File: src/rtl/delay_cal_pkg.sv
// rtl/delay_cal_pkg.sv - shared types and defaults for the calibration burst generator
// Purpose: state encoding, default widths and configuration record for delay_cal_burst.
// Contents: DEF_WORD_W / DEF_CNT_W defaults, burst_state_t, cfg_t.
package delay_cal_pkg;

  localparam int DEF_WORD_W = 256;
  localparam int DEF_CNT_W  = 16;

  typedef enum logic [2:0] {
    IDLE  = 3'd0,
    DELAY = 3'd1,
    PULSE = 3'd2,
    GAP   = 3'd3,
    FIN   = 3'd4
  } burst_state_t;

  typedef struct packed {
    logic [DEF_CNT_W-1:0] delay;
    logic [DEF_CNT_W-1:0] width;
    logic [DEF_CNT_W-1:0] gap;
    logic [DEF_CNT_W-1:0] count;
  } cfg_t;

endpackage

File: src/rtl/delay_cal_dncnt.sv
// rtl/delay_cal_dncnt.sv - loadable down-counter with zero flag
// Purpose: counts a loaded value down to zero and holds there.
// Ports: clk, rst (async, active-high), load/load_val (load wins over en),
//        en (decrement when nonzero), zero (count == 0).
module delay_cal_dncnt
  import delay_cal_pkg::*;
#(
  parameter int CNT_W = DEF_CNT_W
) (
  input  logic             clk,
  input  logic             rst,
  input  logic             load,
  input  logic             en,
  input  logic [CNT_W-1:0] load_val,
  output logic             zero
);

  localparam logic [CNT_W-1:0] ONE = 1;

  logic [CNT_W-1:0] cnt;

  always_ff @(posedge clk or posedge rst) begin
    if (rst) begin
      cnt <= '0;
    end else if (load) begin
      cnt <= load_val;
    end else if (en && cnt != '0) begin
      cnt <= cnt - ONE;
    end
  end

  assign zero = (cnt == '0);

endmodule

File: src/rtl/delay_cal_burst.sv
// rtl/delay_cal_burst.sv - programmable calibration-pattern burst generator
// Purpose: on an armed trigger, wait D cycles, then emit the captured word for W cycles,
//          N times, with G zero cycles between pulses; zero otherwise.
// Ports: clk, rst (async, active-high), trig (level, one burst per high level),
//        abort (ends a running burst), static_word and cfg_delay/width/gap/count
//        (captured at acceptance), word_out/busy/done (registered outputs).
module delay_cal_burst
  import delay_cal_pkg::*;
#(
  parameter int WORD_W = DEF_WORD_W,
  parameter int CNT_W  = DEF_CNT_W
) (
  input  logic              clk,
  input  logic              rst,
  input  logic              trig,
  input  logic              abort,
  input  logic [WORD_W-1:0] static_word,
  input  logic [CNT_W-1:0]  cfg_delay,
  input  logic [CNT_W-1:0]  cfg_width,
  input  logic [CNT_W-1:0]  cfg_gap,
  input  logic [CNT_W-1:0]  cfg_count,
  output logic [WORD_W-1:0] word_out,
  output logic              busy,
  output logic              done
);

  localparam logic [2:0] S_IDLE  = IDLE;
  localparam logic [2:0] S_DELAY = DELAY;
  localparam logic [2:0] S_PULSE = PULSE;
  localparam logic [2:0] S_GAP   = GAP;
  localparam logic [2:0] S_FIN   = FIN;

  localparam logic [CNT_W-1:0] ONE = 1;

  // Width and count of 0 behave as 1, so their reload value saturates at 0.
  function automatic logic [CNT_W-1:0] minus1_sat(input logic [CNT_W-1:0] v);
    return (v == '0) ? '0 : v - ONE;
  endfunction

  logic [2:0]        state, state_nxt;
  logic              armed, accept;
  logic [WORD_W-1:0] word_q, word_nxt;
  logic [CNT_W-1:0]  width_q, gap_q, count_q, idx_q;
  logic              idx_clr, idx_inc, last_pulse;
  logic              d_load, d_en, d_zero;
  logic              w_load, w_en, w_zero;
  logic              g_load, g_en, g_zero;
  logic [CNT_W-1:0]  w_load_val;

  // At acceptance the latched copies are not yet valid, so the first width load
  // comes straight from the input port.
  assign w_load_val = minus1_sat((state == S_IDLE) ? cfg_width : width_q);
  assign last_pulse = (idx_q == minus1_sat(count_q));

  delay_cal_dncnt #(.CNT_W(CNT_W)) u_delay_cnt (
    .clk(clk), .rst(rst), .load(d_load), .en(d_en),
    .load_val(cfg_delay - ONE), .zero(d_zero)
  );

  delay_cal_dncnt #(.CNT_W(CNT_W)) u_width_cnt (
    .clk(clk), .rst(rst), .load(w_load), .en(w_en),
    .load_val(w_load_val), .zero(w_zero)
  );

  delay_cal_dncnt #(.CNT_W(CNT_W)) u_gap_cnt (
    .clk(clk), .rst(rst), .load(g_load), .en(g_en),
    .load_val(gap_q - ONE), .zero(g_zero)
  );

  always_comb begin
    state_nxt = state;
    word_nxt  = '0;
    accept    = 1'b0;
    idx_clr   = 1'b0;
    idx_inc   = 1'b0;
    d_load    = 1'b0;
    d_en      = 1'b0;
    w_load    = 1'b0;
    w_en      = 1'b0;
    g_load    = 1'b0;
    g_en      = 1'b0;
    case (state)
      S_IDLE: begin
        if (armed && trig) begin
          accept  = 1'b1;
          idx_clr = 1'b1;
          if (cfg_delay == '0) begin
            state_nxt = S_PULSE;
            w_load    = 1'b1;
            word_nxt  = static_word;
          end else begin
            state_nxt = S_DELAY;
            d_load    = 1'b1;
          end
        end
      end
      S_DELAY: begin
        if (abort) begin
          state_nxt = S_FIN;
        end else if (d_zero) begin
          state_nxt = S_PULSE;
          w_load    = 1'b1;
          word_nxt  = word_q;
        end else begin
          d_en = 1'b1;
        end
      end
      S_PULSE: begin
        if (abort) begin
          state_nxt = S_FIN;
        end else if (!w_zero) begin
          w_en     = 1'b1;
          word_nxt = word_q;
        end else if (last_pulse) begin
          state_nxt = S_FIN;
        end else if (gap_q == '0) begin
          // Back-to-back: start the next pulse without leaving PULSE.
          w_load   = 1'b1;
          idx_inc  = 1'b1;
          word_nxt = word_q;
        end else begin
          state_nxt = S_GAP;
          g_load    = 1'b1;
        end
      end
      S_GAP: begin
        if (abort) begin
          state_nxt = S_FIN;
        end else if (g_zero) begin
          state_nxt = S_PULSE;
          w_load    = 1'b1;
          idx_inc   = 1'b1;
          word_nxt  = word_q;
        end else begin
          g_en = 1'b1;
        end
      end
      S_FIN:   state_nxt = S_IDLE;
      default: state_nxt = S_IDLE;
    endcase
  end

  always_ff @(posedge clk or posedge rst) begin
    if (rst) begin
      state    <= S_IDLE;
      word_out <= '0;
      busy     <= 1'b0;
      done     <= 1'b0;
      armed    <= 1'b1;
      word_q   <= '0;
      width_q  <= '0;
      gap_q    <= '0;
      count_q  <= '0;
      idx_q    <= '0;
    end else begin
      state    <= state_nxt;
      word_out <= word_nxt;
      busy     <= (state_nxt == S_DELAY) || (state_nxt == S_PULSE) || (state_nxt == S_GAP);
      done     <= (state_nxt == S_FIN);
      if (accept) begin
        armed   <= 1'b0;
        word_q  <= static_word;
        width_q <= cfg_width;
        gap_q   <= cfg_gap;
        count_q <= cfg_count;
      end else if (state == S_IDLE && !trig) begin
        armed <= 1'b1;
      end
      if (idx_clr) begin
        idx_q <= '0;
      end else if (idx_inc) begin
        idx_q <= idx_q + ONE;
      end
    end
  end

endmodule
File: config.mk
export PLATFORM = sky130hd
export DESIGN_NAME = delay_cal_burst
export DESIGN_NICKNAME = d
export VERILOG_FILES = /design/src/rtl/delay_cal_pkg.sv /design/src/rtl/delay_cal_dncnt.sv /design/src/rtl/delay_cal_burst.sv
export SDC_FILE = /design/constraint.sdc
export NUM_CORES = 2
export LEC_CHECK = 0
export CORE_AREA = 2 2 269 338
export DETAILED_ROUTE_END_ITERATION = 8
export DIE_AREA = 0 0 271 340
export PLACE_DENSITY = 0.58
export REMOVE_ABC_BUFFERS = 1
export SYNTH_ARGS = -nofsm -noshare
export SYNTH_HDL_FRONTEND = slang
export SYNTH_SLANG_ARGS = --single-unit
File: constraint.sdc
create_clock -name clk -period 24 [get_ports clk]
set_clock_uncertainty 0.15 [all_clocks]
set_input_delay 7.2 -clock clk [delete_from_list [all_inputs] [get_ports clk]]
set_output_delay 7.2 -clock clk [all_outputs]
set_load 0.03 [all_outputs]
# Yosys cells after proc, flatten, opt, wreduce, memory -nomap -nowiden
# Index checks and enable logic that the tools add are counted.
[totals] word_cells=119 inputBits=324 out_inout_bits=258 mem_bits_rw=0 mem_bits_ro=0 ff_bits=630 latchBits=0 mem_count=0
[op_classes] n_mux=66 shifts=0 n_bitwise=0 n_reduce_logical=24 add_sub_neg=8 magnitude_cmp=0 mul=0 n_div=0 n_eq_ne=8
[ops] operator="$mux W256" count=10
[ops] operator="$pmux W256 S4" count=1
[ops] operator="$mux W16" count=11
[ops] operator="$logic_not A16 Y1" count=7
[ops] operator="$sub A16 B1 Y16 const B" count=7
[ops] operator="$reduce_bool A16 Y1" count=3
[ops] operator="$mux W1" count=31
[ops] operator="$mux W3" count=9
[ops] operator="$add A16 B1 Y16 const B" count=1
[ops] operator="$eq A16 B16 Y1" count=1
[ops] operator="$eq A3 B2 Y1 const B" count=4
[ops] operator="$pmux W3 S4" count=1
[ops] operator="$reduce_bool A2 Y1" count=5
[ops] operator="$eq A3 B1 Y1 const B" count=2
[ops] operator="$logic_and A1 B1 Y1" count=5
[ops] operator="$pmux W1 S4" count=1
[ops] operator="$eq A3 B3 Y1 const B" count=1
[ops] operator="$logic_not A3 Y1" count=1
[ops] operator="$logic_or A1 B1 Y1" count=2
[ops] operator="$mux W2" count=1
[ops] operator="$pmux W1 S2" count=1
[ops] operator="$logic_not A1 Y1" count=1

# Depth between registers and ports, before layout
[logic_depth] ltp_word=10 mapped_depth=18

# Modules after synthesis
# A second synthesis with hierarchy kept.
[unflattened] hier_cells=2672 hier_area_um2=26825.7
[by_module_without_submodules] mod="delay_cal_burst" cells_each=2300 area_each_um2=23636.4 n_inst=1
[by_module_without_submodules] mod="delay_cal_dncnt (u_delay_cnt ...)" cells_each=123 area_each_um2=1057.3 n_inst=2
[by_module_without_submodules] mod="delay_cal_dncnt (u_width_cnt)" cells_each=126 area_each_um2=1074.8 n_inst=1

# Worst setup path before layout
# No wires, ideal clock.
[synth_path] path_kind="input to register" startpoint="input port abort" endpoint="register u_gap_cnt.cnt[14]" path_buffers=2 required_ns=23.723 path_stages=12 slack_ns=13.798 arrival_ns=9.925 path_cell_list="nor2_1 > nand3b_1 > nor3_1 > o21a_1 > clkbuf_1 > clkbuf_1 > mux2i_1 > ha_1 > o221ai_2 > o31a_1 > o21ai_0 > nand3b_1"
[synth_via] elab_chain_cells=4 word_cells_on_any_way=7 classes_between="mux (5); reduce/logical (2)"
[synth_lines] element="start: declaration" line="delay_cal_burst.sv:16" text="input logic abort,"
[synth_lines] element="$mux W1" line="delay_cal_burst.sv:127" text="if (abort) begin"
[synth_lines] element="$mux W1" line="delay_cal_burst.sv:82" text="case (state)"
[synth_lines] element="$logic_and A1 B1 Y1" line="delay_cal_dncnt.sv:27" text="end else if (en && cnt != '0) begin"
[synth_lines] element="$reduce_bool A2 Y1 (no source line)"
[synth_lines] element="end signal: assignment" line="delay_cal_dncnt.sv:26" text="cnt <= load_val;"
[synth_lines] element="end signal: assignment" line="delay_cal_dncnt.sv:28" text="cnt <= cnt - ONE;"
[synth_lines] element="end: declaration" line="delay_cal_dncnt.sv:20" text="logic [CNT_W-1:0] cnt;"
# Parallel ways exist; a longest one is shown, timed or not.
# A chain may end at the register's enable or synchronous reset.

# Final worst setup path
[layout_path] startpoint="input port abort" endpoint="register word_out[234]"
[layout_via] elab_chain_cells=2 word_cells_on_any_way=4 classes_between="mux (4)"
[layout_lines] element="$mux W256, on equally long branches" line="delay_cal_burst.sv:127, delay_cal_burst.sv:98, delay_cal_burst.sv:109"
[layout_lines] element="$pmux W256 S4 (*)" line="delay_cal_burst.sv:82"
[layout_lines] element="net word_nxt[234]" line="delay_cal_burst.sv:42" text="logic [WORD_W-1:0] word_q, word_nxt;"
[layout_lines] element="end signal: assignment" line="delay_cal_burst.sv:157" text="word_out <= word_nxt;"
[layout_lines] element="end: declaration" line="delay_cal_burst.sv:22" text="output logic [WORD_W-1:0] word_out,"
# Mark *: on every way through the listed nets, which the timed path passes. The rest lies on a longest branch.

==> flow_summary.toml <==
[detailed_routing]
dr.pass1.iters = 7
drc = 0
viasPerCell = 4.82
drt_wl_total_um = 83600
drt_iter0_drc = 1336
ant_nets = 0
vias = 21400
avgRoutedWirePerCell_um = 18.8

[pwr]
p_leak_nw = 16.8
peakVddDrop_uv = 60.6
power_mw = 3.45
p_switching_mw = 1.13
clkPwrFrac_pct = 34.1
power_frac_seq_pct = 43.6
p_comb_share_pct = 22.3
switching_share_pct = 32.6
power_density_nw_per_um2 = 95.7
p_int_mw = 2.32

[timing]
worstMarginPinSlew_ps = 1080
fin_crit_sh_pct = 45.0
rsz0062_at_grt = "false"
max_freq_mhz = 92.6
setup_ws_ps = 13200
final_hold_viol_count = 0
slew_headroom_pct = 27.2
fin_crit_ps = 10800
final-setup-viol-count = 0
slew_viol_final = 0
hold_ws_ps = 320

[finish]
finalInstanceArea_sq_um = 36100
layout.nets = 3524
final_cells = 4440
drive_gt1_share_pct = 5.85
layout.cells.most_common = "nand2_1"
syn2layout_area_growth_pct = 36.1
mostFrequentLayoutCells = "nand2_1 (964), dfrtp_1 (629), clkdlybuf4s50_1 (581)"

[worst_setup_path]
critPathMaxStageDelay_ps = 830
critPathArrivalTime_ps = 11190
startpoint_type = "primary input"
crit_chain = "clkdlybuf4s50_1 > nor2_1 > nand3_1 > or4_1 > nand3_4 > buf_4 > buf_4 > a22o_1"
cp_slowest_cell = "buf_4"
critPathMaxFanout = 76
r2r_cells = 12
cp_top_family = "buffers and inverters"
path_depth = 8
cp-end-kind = "flip-flop"
criticalPathCategory = "primary input to flip-flop"
worst_ep_required_time_ps = 24380
crit_buf_inv = 3
crit_top_cell = "buf_4"

[floorplanning]
die-area_sq_um = 92100
core.rowCount = 123
core_sq_um = 89100
dieWidth_um = 271
initial_core_util_pct = 29.7
die_h_um = 340
ios = 582

[place]
place_hpwl_um = 56600
dp_cells = 4306
pre_cts_slack_ps = 12540
place_congestion = 0.861
place_area_sq_um = 33500
port_buffers = 581

[cts]
cts_root_buf = "clkbuf_16"
cts.sinks = 630
path_clk_slew_ps = 60
cts_tree = "yes"
postCtsSetupBuffers = 0
worstSkewPairLatency_ps = 620
holdBufCountCts = 0
ctsResizeCount = 0
clock_path_buffers = 3
cts_buffers = 73
h-tree-depth = 3

[yosys]
synth_ff_type = "dfrtp_1"
yosysSeqAreaShare_pct = 59.5
avgSynthCellArea_sq_um = 9.91
synth-seq-cells = 630
synth_edf_count = 0
synthArstFlopShare_pct = 100
synth.distinct_cells = 71
ys_warn_count = 0
syn_area_sq_um = 26500
synthCells = 2673

[global_routing]
grt.overflow.total = 0
grt_max_degree = 174
antenna_found_initial = 13
grt_pass1_vias = 21500
track_usage_pct = 17.9
grt_pass1_wl_um = 130000

[hold_path]
hp-class = "flip-flop to flip-flop"
hold_depth = 1

[status]
outcome = "complete, no violations"

[job]
cap_violations = 0
[cells by family (layout without fill, tap and decap cells)]
group	after synthesis	after routing	share of synthesized area, %
other cells	0	3	0
xor+xnor	56	56	1.90
simple gates	1288	1288	20.5
flops	630	630	59.5
fa+ha+maj	6	6	0.283
buf+inv	182	759	2.62
compound gates	473	473	13.7
mux	38	38	1.51
[worst reg2reg max path, stage by stage, from the launching register on]
cell and delay, ps:
dfrtp_1 490, nor4_2 610, nand4_1 420, a211oi_1 310, a21oi_1 120, nor4_1 370, nor4b_1 690, a21oi_1 180
o21ai_0 410, nand3_4 730, buf_4 630, buf_4 510, a22o_1 370
[routing by layer]
| metal | part of all wire (%) | track usage [%] |
|---|---|---|
| met5 | 0.11 | 0 |
| met4 | 2.5 | 5.33 |
| met3 | 9.2 | 7.20 |
| met2 | 50 | 30.4 |
| met1 | 38 | 20.7 |
[power groups by stage]
stage	Clock [mW]	Sequential, mW	Combinational [mW]
after floorplan	0	1.47	0.615
after global placement	0	1.51	0.760
after detailed placement	0	1.52	0.777
after CTS	1.21	1.50	0.780
after global routing	1.26	1.54	0.885
final	1.18	1.50	0.768
[flip-flops by register name (all words and copies together) (netlist names)]
register and count:
armed 1, busy 1, count_q 16, done 1, gap_q 16, idx_q 16
state 3, u_delay_cnt.cnt 16, u_gap_cnt.cnt 16, u_width_cnt.cnt 16, width_q 16, word_out 256
word_q 256
[layout make-up]
class | instances | area (sq um)
fillers | 8586 | 53000
flip-flops and latches | 630 | 15800
multi-input cells | 1861 | 10100
repair buffers | 611 | 6080
clock buffers | 102 | 2130
well taps | 1187 | 1490
clock inverters | 29 | 437
inverters | 17 | 71.3
diodes | 3 | 7.51
[per-stage QoR]
step                utilization [%]  TNS (ps)
floorplan                         -  -1436070
global placement               37.6         0
detailed placement             37.6         0
CTS                            40.5         0
global route                   40.5         0
finish                         40.5         0
[cell usage after synthesis (all sizes together), types with 13 or more instances]
master	instances	area share, %
a21oi	57	1.1
a22o	261	8.6
clkbuf	158	2.2
dfrtp	629	59
inv	17	0.24
mux2i	32	1.2
nand2	965	14
nand3	17	0.32
nand4	13	0.31
nor2	87	1.2
nor3	68	1.3
nor4	36	0.94
o21ai	69	1.3
or3	35	0.85
xnor2	30	0.99
xor2	25	0.83
[final timing paths]
kind / from / to / slack (ps)
hold reg to reg: word_q[197] / word_out[197] / 320
setup reg to reg: count_q[4] / word_out[234] / 17900
hold / removal: word_q[197] / word_out[197] / 320
max in group asynchronous: rst / u_width_cnt.cnt[10] / 13630
setup / recovery: abort / word_out[234] / 13200
min in group asynchronous: rst / word_q[216] / 6940
No activity file was read; power rests on OpenSTA's default activity.
